==> config.mk <==
export PLATFORM = sky130hd
export DESIGN_NAME = pid_pwm_out_flat
export DESIGN_NICKNAME = d
export VERILOG_FILES = /design/src/rtl/pid_pwm_out_if.sv /design/src/rtl/pid_pwm_out.sv /design/src/flat_wrapper.sv
export SDC_FILE = /design/constraint.sdc
export NUM_CORES = 1
export LEC_CHECK = 0
export ABC_AREA = 1
export BUFFER_PORTS_ARGS = -buffer_cell sky130_fd_sc_hd__buf_2
export CORE_ASPECT_RATIO = 0.9
export CORE_UTILIZATION = 40
export DETAILED_ROUTE_END_ITERATION = 10
export GPL_TIMING_DRIVEN = 1
export SLEW_MARGIN = 20
export SYNTH_ARGS = -nofsm -noshare
export SYNTH_HDL_FRONTEND = slang
export SYNTH_SLANG_ARGS = --single-unit
export TNS_END_PERCENT = 20
==> constraint.sdc <==
create_clock -name clk -period 2.5 [get_ports clk]
set_clock_uncertainty 0.2 [all_clocks]
set_input_delay 0.375 -clock clk [delete_from_list [all_inputs] [get_ports clk]]
set_output_delay 0.375 -clock clk [all_outputs]
set_load 0.005 [all_outputs]
==> src/rtl/pid_pwm_out_if.sv <==
// MV update bus from the PID core into the PWM actuator stage.
// The core drives the master side; pid_pwm_out takes the slave side.
interface pid_pwm_out_if #(
  parameter int CNT_W = 16
);
  logic signed [31:0] MV_in;
  logic               MV_valid;
  logic [CNT_W-1:0]   period_in;

  modport master (
    output MV_in,
    output MV_valid,
    output period_in
  );

  modport slave (
    input MV_in,
    input MV_valid,
    input period_in
  );
endinterface

==> src/rtl/pid_pwm_out.sv <==
// PID MV to PWM actuator stage with double-buffered duty/period.
// Optional dead-time insertion enabled by defining PWM_DEADTIME_EN.
module pid_pwm_out #(
  parameter int CNT_W      = 16,
  parameter int SHIFT      = 0,
  parameter int PERIOD_RST = 1000,
  parameter int DEAD       = 4
) (
  input  logic             clk,
  input  logic             rst,
  input  logic             en,
  pid_pwm_out_if.slave     mv_if,
  output logic             pwm_out,
  output logic             pwm_n_out,
  output logic [CNT_W-1:0] duty,
  output logic [1:0]       sat,
  output logic             period_tick
);

  localparam logic [CNT_W-1:0] PER_RST_C = CNT_W'(PERIOD_RST);
  localparam logic [CNT_W-1:0] PER_MIN_C = CNT_W'(2);

  logic signed [31:0] mv_r;
  logic [CNT_W-1:0]   per_r;
  logic               s1_v;

  logic [CNT_W-1:0]   duty_c;
  logic [1:0]         sat_c;

  logic [CNT_W-1:0]   duty_pend;
  logic [CNT_W-1:0]   per_pend;
  logic [1:0]         sat_pend;
  logic               pend;

  logic [CNT_W-1:0]   cnt;
  logic [CNT_W-1:0]   duty_act;
  logic [CNT_W-1:0]   period_act;
  logic [1:0]         sat_act;

  logic               wrap;
  logic               load;
  logic               pwm_raw;

  // Stage 1: capture scaled MV and clamped period on the strobe
  always_ff @(posedge clk) begin
    if (rst) begin
      mv_r  <= '0;
      per_r <= PER_MIN_C;
      s1_v  <= 1'b0;
    end else begin
      s1_v <= mv_if.MV_valid;
      if (mv_if.MV_valid) begin
        mv_r  <= mv_if.MV_in >>> SHIFT;
        per_r <= (mv_if.period_in < PER_MIN_C) ? PER_MIN_C
                                               : mv_if.period_in;
      end
    end
  end

  // Saturate the captured MV against its own requested period
  always_comb begin
    duty_c = mv_r[CNT_W-1:0];
    sat_c  = 2'b00;
    if (mv_r < 0) begin
      duty_c = '0;
      sat_c  = 2'b01;
    end else if ($unsigned(mv_r) > 32'(per_r)) begin
      duty_c = per_r;
      sat_c  = 2'b10;
    end
  end

  assign wrap    = (cnt == period_act - 1'b1);
  assign load    = pend && (en ? wrap : 1'b1);
  assign pwm_raw = (cnt < duty_act);

  // Stage 2: pending buffer; a new write outranks a same-edge load
  always_ff @(posedge clk) begin
    if (rst) begin
      duty_pend <= '0;
      per_pend  <= PER_RST_C;
      sat_pend  <= 2'b00;
      pend      <= 1'b0;
    end else begin
      if (s1_v) begin
        duty_pend <= duty_c;
        per_pend  <= per_r;
        sat_pend  <= sat_c;
        pend      <= 1'b1;
      end else if (load) begin
        pend <= 1'b0;
      end
    end
  end

  // Period counter and active registers, updated only at boundaries
  always_ff @(posedge clk) begin
    if (rst) begin
      cnt         <= '0;
      duty_act    <= '0;
      period_act  <= PER_RST_C;
      sat_act     <= 2'b00;
      period_tick <= 1'b0;
    end else begin
      period_tick <= 1'b0;
      if (!en) begin
        cnt <= '0;
      end else if (wrap) begin
        cnt         <= '0;
        period_tick <= 1'b1;
      end else begin
        cnt <= cnt + 1'b1;
      end
      if (load) begin
        duty_act   <= duty_pend;
        period_act <= per_pend;
        sat_act    <= sat_pend;
      end
    end
  end

  assign duty = duty_act;
  assign sat  = sat_act;

`ifdef PWM_DEADTIME_EN
  localparam logic [CNT_W-1:0] DEAD_C = CNT_W'(DEAD);

  logic             raw_q;
  logic [CNT_W-1:0] age_q;
  logic [CNT_W-1:0] age_c;
  logic             dt_ok;

  // Cycles since the last raw transition, saturating at DEAD
  always_comb begin
    age_c = '0;
    if (en && (pwm_raw == raw_q))
      age_c = (age_q >= DEAD_C) ? DEAD_C : age_q + 1'b1;
  end

  assign dt_ok = (age_c >= DEAD_C);

  // Outputs: rising edges held off until the dead-time expires
  always_ff @(posedge clk) begin
    if (rst) begin
      raw_q     <= 1'b0;
      age_q     <= '0;
      pwm_out   <= 1'b0;
      pwm_n_out <= 1'b0;
    end else begin
      raw_q     <= pwm_raw;
      age_q     <= age_c;
      pwm_out   <= en & pwm_raw & dt_ok;
      pwm_n_out <= en & ~pwm_raw & dt_ok;
    end
  end
`else
  // Outputs: registered raw compare and its gated complement
  always_ff @(posedge clk) begin
    if (rst) begin
      pwm_out   <= 1'b0;
      pwm_n_out <= 1'b0;
    end else begin
      pwm_out   <= en & pwm_raw;
      pwm_n_out <= en & ~pwm_raw;
    end
  end
`endif

endmodule
==> src/flat_wrapper.sv <==
// flat-port wrapper written by rule: the top's interface ports become plain ports
module pid_pwm_out_flat 
#(
  parameter int CNT_W      = 16,
  parameter int SHIFT      = 0,
  parameter int PERIOD_RST = 1000,
  parameter int DEAD       = 4
)
  (clk, rst, en, pwm_out, pwm_n_out, duty, sat, period_tick, mv_if_MV_in, mv_if_MV_valid, mv_if_period_in);
  pid_pwm_out_if #(.CNT_W(CNT_W)) mv_if_i ();
  input  logic clk;
  input  logic rst;
  input  logic en;
  output logic pwm_out;
  output logic pwm_n_out;
  output logic [CNT_W-1:0] duty;
  output logic [1:0] sat;
  output logic period_tick;
  input wire logic [$bits(mv_if_i.MV_in)-1:0] mv_if_MV_in;
  input wire logic [$bits(mv_if_i.MV_valid)-1:0] mv_if_MV_valid;
  input wire logic [$bits(mv_if_i.period_in)-1:0] mv_if_period_in;
  assign mv_if_i.MV_in = mv_if_MV_in;
  assign mv_if_i.MV_valid = mv_if_MV_valid;
  assign mv_if_i.period_in = mv_if_period_in;
  pid_pwm_out #(.CNT_W(CNT_W), .SHIFT(SHIFT), .PERIOD_RST(PERIOD_RST), .DEAD(DEAD)) u_core (.clk(clk), .rst(rst), .en(en), .mv_if(mv_if_i), .pwm_out(pwm_out), .pwm_n_out(pwm_n_out), .duty(duty), .sat(sat), .period_tick(period_tick));
endmodule
==> results.toml <==
[worst_setup_path]
startpoint = "u_core.cnt[0]$_SDFF_PP0_"
reg2reg_from = "u_core.cnt[0]$_SDFF_PP0_"
path_class = "reg2reg"
critPathArrivalTime_ns = 2.40
path_delay_family = "simple AND/OR/NAND/NOR gates"
required_ns = 2.61
path_buf_inv = 0
critPathLaunchType = "flip-flop"
crit_chain = "ha_1 -> nand3_1 -> nor2_1 -> nand2_1 -> nor3_2 -> nand3_1 -> nor3b_2 -> nand3_1 -> xor2_1 -> nor2_1"
cpMostUsedCell = "nand3_1"
endpoint_kind = "flip-flop"
cp_slowest_cell = "dfxtp_1"
max_stage_delay_ns = 0.45
cp_max_fo = 5

[timing]
slew_headroom_pct = 74.3
hold_ws_ns = 0.0157
fin_crit_sh_pct = 91.9
setup_ws_ns = 0.203
report.final.slew_viol_count = 0
worst_slew_pin_slew_ns = 0.385
period_minus_slack_ns = 2.30
finalHoldViolCount = 0
finalSetupViolations = 0
fmax_ghz = 0.435

[grt]
grt_antenna_before_repair = 0
grt_pass1_wl_mm = 29.1
overflow = 0
grt_pass1_vias = 5672
grt.total_usage_pct = 21.3
grt_max_degree = 48

[drt]
detail_route.iter0.violations = 438
wire_per_inst_um = 14.3
first_pass_iters = 5
num_vias = 6233
drc = 0
avgViaCountPerCell = 4.95
ant_nets = 0
wl_mm = 18.0

[cts]
cts_max_level = 4
clkTransAtPathRegs_ns = 0.06
clkLatencyLatePin_ns = 0.42
clockBufferDepth = 2
cts_tree = "yes"
cts_buffers = 17
clockRootBuffer = "clkbuf_16"
cts.sinks = 137

[floorplanning]
die_area_mm2 = 0.0174
initial_core_util_pct = 41.4
fp.coreArea_mm2 = 0.0164
num_rows = 44
io_pins = 73
die_h_um = 125
die_w_um = 139

[placement]
portBuffers = 72
dp_slack_ns = 0.0182
post-dp-hpwl_mm = 12.9
gp_congestion = 0.881

[run_status]
status = "finished, final reports clean"

[pwr]
seqPwrFrac_pct = 40.7
pwr-share-clk_pct = 48.3
power_switching_mw = 1.42
ir_worst_vdd_mv = 0.563
combPwrFrac_pct = 11.0
power.leakage_nw = 3.69
p_per_area_mw_per_mm2 = 695
p_int_mw = 4.41
sw_frac_of_total_pct = 24.3

[worst_hold_path]
hold_path_class = "in2reg"
hp-start = "mv_if_MV_in[24]"

[logic_synthesis]
syn_area_per_cell_um2 = 7.21
syn_inst = 938
yosysWarnings = 0
synth_cell_type_count = 37
synth_edf_count = 0
syn_nets = 1023
async_flop_share_pct = 0
ys.flop_type = "dfxtp_1"
ys_seq_area_share_pct = 40.5
synth_seq_cells = 137
syn_area_mm2 = 0.00677

[job]
cap_viol_max_count = 0

[layout]
drive_above_1_share_pct = 16.3
nFillCells = 1606
num_antenna_cells = 0
synthToLayoutAreaGrowth_pct = 23.9
nets = 1125
## power groups by stage
stage	registers (mW)	logic (mW)	clock network [mW]
6_report	2.37	0.644	2.81
3_3_place_gp	2.42	0.604	0
5_1_grt	2.38	0.729	2.96
4_1_cts	2.37	0.631	2.85
3_5_place_dp	2.42	0.607	0
2_1_floorplan	2.39	0.412	0
## path summary, 6_finish.rpt
path	end	slack (ns)	cells past startpoint
max	u_core.cnt[14]$_SDFF_PP0_	0.20	10
min	u_core.mv_r[24]$_SDFFE_PP0P_	0.02	3
max reg2reg	u_core.cnt[14]$_SDFF_PP0_	0.20	10
min reg2reg	u_core.duty_pend[9]$_SDFFE_PP0P_	0.26	2
## cell usage after synthesis (11+ instances only)
master    instances  share of area (%)
clkbuf_1         35                1.9
nand3_1          93                6.9
xor2_1           13                1.7
o21ai_0          55                4.1
ha_1             33                6.1
nand2_1         160                8.9
nor2_1          127                7.0
xnor2_1          13                1.7
a211oi_1         11                1.2
inv_1           101                5.6
dfxtp_1         137                 41
a21oi_1          93                6.9
## layout make-up
| class | instances | area, um2 | area share, % |
|---|---|---|---|
| multi-input cells | 652 | 3470 | 41.3 |
| flip-flops and latches | 137 | 2740 | 32.7 |
| repair buffers | 128 | 862 | 10.3 |
| clock buffers | 21 | 470 | 5.61 |
| inverters | 104 | 390 | 4.66 |
| well taps | 207 | 259 | 3.09 |
| clock inverters | 11 | 193 | 2.30 |
## logic make-up (layout without fill, tap and decap cells)
family / Yosys count / after routing / share of synthesized area (%)
AOI/OAI and AO/OA: 172 / 172 / 13.6
xor gates and xnor gates: 26 / 26 / 3.37
and+or+nand+nor: 419 / 421 / 27.2
DFF: 137 / 137 / 40.5
adders and majority gates: 33 / 33 / 6.10
buffers and inverters: 151 / 264 / 9.19
## worst reg2reg max path, stage by stage (launching register included)
cell,delay (ns)
dfxtp_1,0.45
ha_1,0.23
nand3_1,0.11
nor2_1,0.15
nand2_1,0.11
nor3_2,0.20
nand3_1,0.19
nor3b_2,0.24
nand3_1,0.11
xor2_1,0.14
nor2_1,0.05
## registers in the layout, indices dropped and copies added, names as in the netlist
| register | flops |
|---|---|
| u_core.duty_pend | 16 |
| u_core.pwm_out | 1 |
| u_core.sat | 2 |
| u_core.duty | 16 |
| u_core.pwm_n_out | 1 |
| u_core.cnt | 16 |
| u_core.mv_r | 32 |
| u_core.pend | 1 |
| u_core.per_r | 16 |
| u_core.period_act | 16 |
| u_core.sat_pend | 2 |
| u_core.s1_v | 1 |
| u_core.per_pend | 16 |
| u_core.period_tick | 1 |
## what timing repair did
| item | in CTS | in global routing |
|---|---|---|
| endpoints found under the hold margin | 16 | 0 |
| pin swaps | 0 | 6 |
| endpoints found under the setup margin | 6 | 64 |
| buffers inserted | 0 | 6 |
| hold buffers | 16 | 0 |
| cloned | 0 | 2 |
| gates resized for setup | 1 | 11 |
## placed cells by master, fill, tap and decap left out, types with 3 or more instances in the layout
cell type / instances
xor2_1: 13
xnor2_1: 13
nand2_4: 4
dfxtp_1: 136
a211oi_1: 11
buf_2: 72
buf_12: 3
nor4_1: 3
bufinv_16: 5
dlygate4sd3_1: 16
o21ai_0: 55
inv_1: 101
nand4_1: 7
nand2_1: 157
nor2_2: 8
ha_1: 32
nand2_2: 4
nand3_1: 93
clkbuf_16: 17
inv_2: 3
nand3b_1: 7
nor3_1: 5
a21oi_1: 93
nor2_1: 123
buf_4: 36
o211ai_1: 7
clkbuf_8: 3
## through the flow
| step | total power, mW | utilization, % | setup TNS [ns] | instance area, um2 | cells |
|---|---|---|---|---|---|
| after CTS | 5.86 | 50.6 | 0 | 8270 | 1252 |
| after floorplan | 2.80 | - | 0 | 6770 | 938 |
| after global routing | 6.08 | 51.3 | -0.132 | 8380 | 1260 |
| final | 5.83 | 51.3 | 0 | 8380 | 1260 |
| after global placement | 3.02 | 45.5 | 0 | 7450 | 1204 |
| after detailed placement | 3.03 | 45.5 | 0 | 7450 | 1204 |
## routing by layer
layer	routed length, um	GRT usage, %	share of wire (%)	up-vias
met1	9180	30.8	51	2811
met4	237	6.27	1.3	0
met2	7850	32.3	44	136
met3	767	3.79	4.3	19
met5	0	0	0	-
li1	-	-	-	3267
No activity file was read; power rests on OpenSTA's default activity.
